$ cat src/rtl/y86_instr_encoder.sv
// y86_instr_encoder: serialises decoded Y86-64 instruction fields into the
// fetch-stage byte format and writes them one byte per clock into
// instruction memory at an internal write pointer.
module y86_instr_encoder #(
  parameter int unsigned MEM_SIZE = 1024
) (
  input  logic        clk,
  input  logic        reset,
  input  logic        start,
  input  logic [3:0]  icode,
  input  logic [3:0]  ifun,
  input  logic [3:0]  rA,
  input  logic [3:0]  rB,
  input  logic [63:0] valC,
  input  logic        load_pc,
  input  logic [63:0] pc_in,
  output logic        ready,
  output logic        mem_we,
  output logic [63:0] mem_addr,
  output logic [7:0]  mem_wdata,
  output logic        done,
  output logic        enc_error,
  output logic        addr_error,
  output logic [63:0] pc
);

  typedef enum logic [1:0] {S_IDLE, S_EMIT, S_ERR} state_t;

  state_t      state_q, state_d;
  logic [63:0] pc_q, pc_d;
  logic [3:0]  k_q, k_d;
  logic [3:0]  len_q, len_d;
  logic        mem_we_q, mem_we_d;
  logic [63:0] mem_addr_q, mem_addr_d;
  logic [7:0]  mem_wdata_q, mem_wdata_d;
  logic        done_q, done_d;
  logic        enc_error_q, enc_error_d;
  logic        addr_error_q, addr_error_d;
  logic [3:0]  icode_q, icode_d, ifun_q, ifun_d, ra_q, ra_d, rb_q, rb_d;
  logic [63:0] valc_q, valc_d;

  logic [3:0]  in_len;
  logic [64:0] end_sum;
  logic        in_legal;
  logic        in_range;
  logic [3:0]  k_next;

  // Encoded length in bytes for each icode (illegal icodes never reach EMIT)
  function automatic logic [3:0] instr_len(input logic [3:0] ic);
    case (ic)
      4'h0, 4'h1, 4'h9:        instr_len = 4'd1;
      4'h2, 4'h6, 4'hA, 4'hB:  instr_len = 4'd2;
      4'h3, 4'h4, 4'h5:        instr_len = 4'd10;
      4'h7, 4'h8:              instr_len = 4'd9;
      default:                 instr_len = 4'd1;
    endcase
  endfunction

  // icode/ifun legality: OPq has 4 functions, cmov/jump have 7, others only 0
  function automatic logic instr_legal(input logic [3:0] ic, input logic [3:0] fn);
    if (ic > 4'hB)                    instr_legal = 1'b0;
    else if (ic == 4'h6)              instr_legal = (fn <= 4'd3);
    else if (ic == 4'h2 || ic == 4'h7) instr_legal = (fn <= 4'd6);
    else                              instr_legal = (fn == 4'd0);
  endfunction

  // Byte k of the encoding; valC is little-endian after the optional reg byte
  function automatic logic [7:0] instr_byte(input logic [3:0] k, input logic [3:0] len,
                                            input logic [3:0] ic, input logic [3:0] fn,
                                            input logic [3:0] ra, input logic [3:0] rb,
                                            input logic [63:0] vc);
    logic [3:0]  idx;
    logic [63:0] sh;
    idx = (len == 4'd10) ? (k - 4'd2) : (k - 4'd1);
    sh  = vc >> {idx, 3'b000};
    if (k == 4'd0)                                         instr_byte = {ic, fn};
    else if ((len == 4'd2 || len == 4'd10) && k == 4'd1)   instr_byte = {ra, rb};
    else                                                   instr_byte = sh[7:0];
  endfunction

  // Next-state, pointer and registered memory-port computation
  always_comb begin
    state_d      = state_q;
    pc_d         = pc_q;
    k_d          = k_q;
    len_d        = len_q;
    mem_we_d     = 1'b0;
    mem_addr_d   = mem_addr_q;
    mem_wdata_d  = mem_wdata_q;
    done_d       = 1'b0;
    enc_error_d  = 1'b0;
    addr_error_d = 1'b0;
    icode_d      = icode_q;
    ifun_d       = ifun_q;
    ra_d         = ra_q;
    rb_d         = rb_q;
    valc_d       = valc_q;
    k_next       = k_q + 4'd1;

    in_len   = instr_len(icode);
    in_legal = instr_legal(icode, ifun);
    // 65-bit sum so a pointer near 2^64 cannot wrap under the limit
    end_sum  = {1'b0, pc_q} + {61'd0, in_len};
    in_range = (end_sum <= 65'(MEM_SIZE));

    case (state_q)
      S_IDLE: begin
        if (load_pc) begin
          pc_d = pc_in;
        end else if (start) begin
          icode_d = icode;
          ifun_d  = ifun;
          ra_d    = rA;
          rb_d    = rB;
          valc_d  = valC;
          len_d   = in_len;
          k_d     = 4'd0;
          if (!in_legal) begin
            enc_error_d = 1'b1;
            state_d     = S_ERR;
          end else if (!in_range) begin
            addr_error_d = 1'b1;
            state_d      = S_ERR;
          end else begin
            state_d     = S_EMIT;
            mem_we_d    = 1'b1;
            mem_addr_d  = pc_q;
            mem_wdata_d = {icode, ifun};
            done_d      = (in_len == 4'd1);
          end
        end
      end
      S_EMIT: begin
        if (k_q == len_q - 4'd1) begin
          pc_d    = pc_q + {60'd0, len_q};
          k_d     = 4'd0;
          state_d = S_IDLE;
        end else begin
          k_d         = k_next;
          mem_we_d    = 1'b1;
          mem_addr_d  = pc_q + {60'd0, k_next};
          mem_wdata_d = instr_byte(k_next, len_q, icode_q, ifun_q, ra_q, rb_q, valc_q);
          done_d      = (k_next == len_q - 4'd1);
        end
      end
      S_ERR: begin
        state_d = S_IDLE;
      end
      default: begin
        state_d = S_IDLE;
      end
    endcase
  end

  // Control state and registered outputs, cleared by reset
  always_ff @(posedge clk) begin
    if (reset) begin
      state_q      <= S_IDLE;
      pc_q         <= 64'd0;
      k_q          <= 4'd0;
      len_q        <= 4'd0;
      mem_we_q     <= 1'b0;
      mem_addr_q   <= 64'd0;
      mem_wdata_q  <= 8'd0;
      done_q       <= 1'b0;
      enc_error_q  <= 1'b0;
      addr_error_q <= 1'b0;
    end else begin
      state_q      <= state_d;
      pc_q         <= pc_d;
      k_q          <= k_d;
      len_q        <= len_d;
      mem_we_q     <= mem_we_d;
      mem_addr_q   <= mem_addr_d;
      mem_wdata_q  <= mem_wdata_d;
      done_q       <= done_d;
      enc_error_q  <= enc_error_d;
      addr_error_q <= addr_error_d;
    end
  end

  // Latched instruction fields; only meaningful while EMIT is active
  always_ff @(posedge clk) begin
    icode_q <= icode_d;
    ifun_q  <= ifun_d;
    ra_q    <= ra_d;
    rb_q    <= rb_d;
    valc_q  <= valc_d;
  end

  assign ready      = (state_q == S_IDLE);
  assign mem_we     = mem_we_q;
  assign mem_addr   = mem_addr_q;
  assign mem_wdata  = mem_wdata_q;
  assign done       = done_q;
  assign enc_error  = enc_error_q;
  assign addr_error = addr_error_q;
  assign pc         = pc_q;

endmodule
$ cat config.mk
export PLATFORM = sky130hd
export DESIGN_NAME = y86_instr_encoder
export DESIGN_NICKNAME = d
export VERILOG_FILES = /design/src/rtl/y86_instr_encoder.sv
export SDC_FILE = /design/constraint.sdc
export NUM_CORES = 1
export LEC_CHECK = 0
export ABC_AREA = 1
export CORE_MARGIN = 3
export CORE_UTILIZATION = 54
export CTS_BUF_LIST = sky130_fd_sc_hd__clkbuf_8
export DETAILED_ROUTE_END_ITERATION = 10
export PLACE_DENSITY = 0.83
export SLEW_MARGIN = 25
export SYNTH_ARGS = -nofsm -noshare
export SYNTH_HDL_FRONTEND = slang
export SYNTH_SLANG_ARGS = --single-unit
$ cat constraint.sdc
create_clock -name clk -period 9.7 [get_ports clk]
set_clock_uncertainty 0.15 [all_clocks]
set_input_delay 2.91 -clock clk [delete_from_list [all_inputs] [get_ports clk]]
set_output_delay 2.91 -clock clk [all_outputs]
set_load 0.01 [all_outputs]
==> results.sh <==
export IMPL_cts_buffer_depth=3
export IMPL_drt_iter0_markers=2473
export IMPL_setup_tns_ps=0
export IMPL_htree_levels=2
export IMPL_hold_start="k_q[3]"
export IMPL_cts_root_buf="clkbuf_8"
export IMPL_path_clk_slew_ps=60
export IMPL_routed_wl_um=64800
export IMPL_place_congestion=1.07
export IMPL_hold_path_depth=2
export IMPL_antenna_found_initial=1
export IMPL_critical_path_class="primary input to flip-flop"
export IMPL_dpl_hpwl_um=48300
export IMPL_hold_viol_final=0
export IMPL_synth_top_area_cell="dfxtp_1"
export IMPL_viasPerCell=6.00
export IMPL_ys_flop_type="dfxtp_1"
export IMPL_seq_area_frac_synth_pct=36.7
export IMPL_drtAntennaViolNets=0
export IMPL_r2r_start="pc[0]"
export IMPL_synth_avg_cell_area_um2=6.62
export IMPL_grt_pass1_wl_um=96500
export IMPL_syn2layout_area_growth_pct=25.5
export IMPL_place_port_buffers=288
export IMPL_grt_overflow_total=0
export IMPL_maxCapViolCount=0
export IMPL_clock_latency_ps=590
export IMPL_cts_sinks=229
export IMPL_worst_slew_pin_slew_ps=976
export IMPL_cts_tree="yes"
export IMPL_cts_buffers=39
export IMPL_grtUsageTotal_pct=43.2
export IMPL_io_pins=289
export IMPL_path_max_fanout=43
export IMPL_nNetsFinal=2630
export IMPL_initial_core_util_pct=55.6
export IMPL_setup_viol=0
export IMPL_required_ps=10040
export IMPL_slew_headroom_pct=34.9
export IMPL_min_to="k_q[3]"
export IMPL_r2r_setup_slack_ps=4960
export IMPL_die_y_um=171
export IMPL_ir_drop_mv=0.148
export IMPL_synth_cells=2215
export IMPL_worstSetupEndpointType="flip-flop"
export IMPL_die_area_um2=29200
export IMPL_ctsResizeCount=0
export IMPL_cp_arrival_ps=8090
export IMPL_ys_ff_latch=229
export IMPL_min_period_ps=7750
export IMPL_reg2regPathDepth=21
export IMPL_use_met3_pct=11.3
export IMPL_drv_slew=0
export IMPL_grt_pass1_vias=16200
export IMPL_diodes=0
export IMPL_dp_cells=2755
export IMPL_cts_setup_buffers=0
export IMPL_rows=59
export IMPL_synth_top_area_share_pct=20.3
export IMPL_gr_usage_met1_pct=54.2
export IMPL_use_met2_pct=68.7
export IMPL_reg2reg_to="mem_addr[6]"
export IMPL_synthesis_area_um2=14700
export IMPL_fin_cells=2824
export IMPL_drt_pre_antenna_iters=6
export IMPL_synth_distinct_cells=46
export IMPL_drcViolationCount=0
export IMPL_hold_path_class="flip-flop to flip-flop"
export IMPL_drive_above_1_share_pct=4.62
export IMPL_synth_edf_count=80
export IMPL_power_density_nw_per_um2=124
export IMPL_synth_area_top_cells="dfxtp_1, edfxtp_1, nand2_1"
export IMPL_grt_max_degree=84
export IMPL_die_w_um=171
export IMPL_fmaxAchievable_mhz=129
export IMPL_startpoint_type="primary input"
export IMPL_yosysWarnings=0
export IMPL_wire_per_inst_um=23.0
export IMPL_ys_async_sr_fraction_pct=0
export IMPL_busiest_layer="met2"
export IMPL_core_area_um2=26400
export IMPL_fin_crit_sh_pct=79.9
export IMPL_outcome="finished, final reports clean"
export IMPL_leakage_nw=7.75
export IMPL_vias=16900
export IMPL_rsz0062_at_grt="false"
export IMPL_syn_nets=2383
export IMPL_hold_buffers=0
[sequential cells by signal, indices dropped and copies added (netlist names), 2 cells and up]
signal / count
ra_q: 4
icode_q: 4
ifun_q: 4
mem_wdata: 8
k_q: 4
valc_q: 64
rb_q: 4
state_q: 2
len_q: 3
mem_addr: 64
pc: 64
[Yosys cell counts (2+ instances only)]
| cell | count |
|---|---|
| a211oi_1 | 7 |
| o21bai_1 | 5 |
| buf_2 | 24 |
| o21ai_1 | 15 |
| buf_6 | 7 |
| clkbuf_1 | 59 |
| o41ai_1 | 2 |
| o31ai_1 | 3 |
| inv_1 | 257 |
| xor2_1 | 90 |
| nor4_1 | 3 |
| buf_1 | 7 |
| nand4_1 | 21 |
| or2_2 | 9 |
| nor3b_1 | 2 |
| dfxtp_1 | 149 |
| o211ai_1 | 30 |
| nand3b_1 | 2 |
| nor3_1 | 20 |
| a221oi_1 | 3 |
| nand2_1 | 528 |
| nand2_2 | 4 |
| o21ai_0 | 117 |
| and2_1 | 2 |
| a31oi_1 | 10 |
| inv_2 | 9 |
| nor2_1 | 427 |
| a21oi_1 | 88 |
| nor2_4 | 5 |
| xnor2_1 | 21 |
| edfxtp_1 | 80 |
| nor2_2 | 14 |
| ha_1 | 17 |
| nand3_1 | 154 |
| o22ai_1 | 5 |
| fa_1 | 3 |
| o221ai_1 | 7 |
[logic make-up (layout without fill, tap and decap cells)]
logic type | after synthesis | after routing | share of synthesized area (%)
DFF | 229 | 229 | 36.7
adders and majority gates | 20 | 20 | 1.86
AOI/OAI and AO/OA | 297 | 297 | 11.5
xor gates and xnor gates | 111 | 111 | 6.63
buffers and inverters | 364 | 638 | 9.88
and+or+nand+nor | 1194 | 1194 | 33.4
[layer usage]
metal / part of all wire [%] / vias up
met1: 37 / 7717
met3: 12 / 255
li1: - / 7561
met5: 0.017 / -
met2: 45 / 1402
met4: 6.1 / 2
[cells in the final DEF (no fill, tap or decap), types with 4 or more instances in the layout]
cell type / count
nor2_4: 7
clkdlybuf4s50_1: 287
nand4_1: 21
ha_1: 17
xor2_1: 90
edfxtp_1: 80
clkbuf_8: 43
or2_2: 9
inv_1: 266
inv_2: 9
nand2_1: 527
a211oi_1: 7
a21oi_1: 88
nor2_2: 14
a31oi_1: 10
dfxtp_1: 149
o211ai_1: 30
nand3_1: 154
clkinv_1: 8
clkinv_2: 5
o21bai_1: 5
o221ai_1: 7
buf_4: 14
xnor2_1: 21
nand2_2: 5
nor2_1: 425
nor3_1: 20
o22ai_1: 4
o21ai_1: 15
o21ai_0: 117
[per-stage QoR]
stage / utilization (%) / hold WS, ps / power [mW] / worst slack, ps / area (um^2)
after CTS: 69.7 / 352 / 2.26 / 2160 / 18400
final: 69.8 / 356 / 2.28 / 1950 / 18400
after global placement: 67.0 / 345 / 1.42 / 1880 / 17700
after detailed placement: 67.0 / 343 / 1.43 / 1580 / 17700
after global routing: 69.8 / 387 / 2.34 / 1630 / 18400
after floorplan: - / 329 / 1.25 / 1870 / 14700
[worst max-delay path, stage by stage]
cell and delay [ps]:
clkdlybuf4s50_1 600, inv_1 90, nor3_1 290, nor3_1 180, inv_1 90, ha_1 230
inv_1 80, fa_1 430, inv_1 80, nand3_1 70, nand2_1 110, nand2_1 90
inv_1 160, nand3_1 160, nand2_1 110, nand2_1 60, nor2_1 200, nand3_1 100
nor2_1 260, nand3_1 130, nor2_2 130, nand3_2 600, buf_4 550, nand3_1 150
nand2_1 60, nor2_1 110
[final cells by class]
class / count / area, um^2
Clock inverter: 25 / 130
Sequential cell: 229 / 5390
Multi-Input combinational cell: 1622 / 7860
Tap cell: 335 / 419
Fill cell: 2093 / 7950
Clock buffer: 43 / 592
Timing Repair Buffer: 303 / 3010
Inverter: 267 / 1000
[how the worst max path moves through the flow]
stage                        start            to  slack (ps)
after floorplan            load_pc          done        1870
after global placement    icode[2]  mem_addr[35]        1880
after detailed placement  icode[2]  mem_addr[12]        1580
after CTS                 icode[2]  mem_addr[12]        2160
after global routing      icode[2]   mem_addr[6]        1630
final                     icode[2]   mem_addr[6]        1950
[report_power, final]
group	internal, mW	total, mW	switching (mW)
logic	0.153	0.333	0.180
registers	1.03	1.10	0.0659
clock network	0.414	0.848	0.434
total	1.60	2.28	0.680
Note: power is estimated with default switching activity, not from simulation.
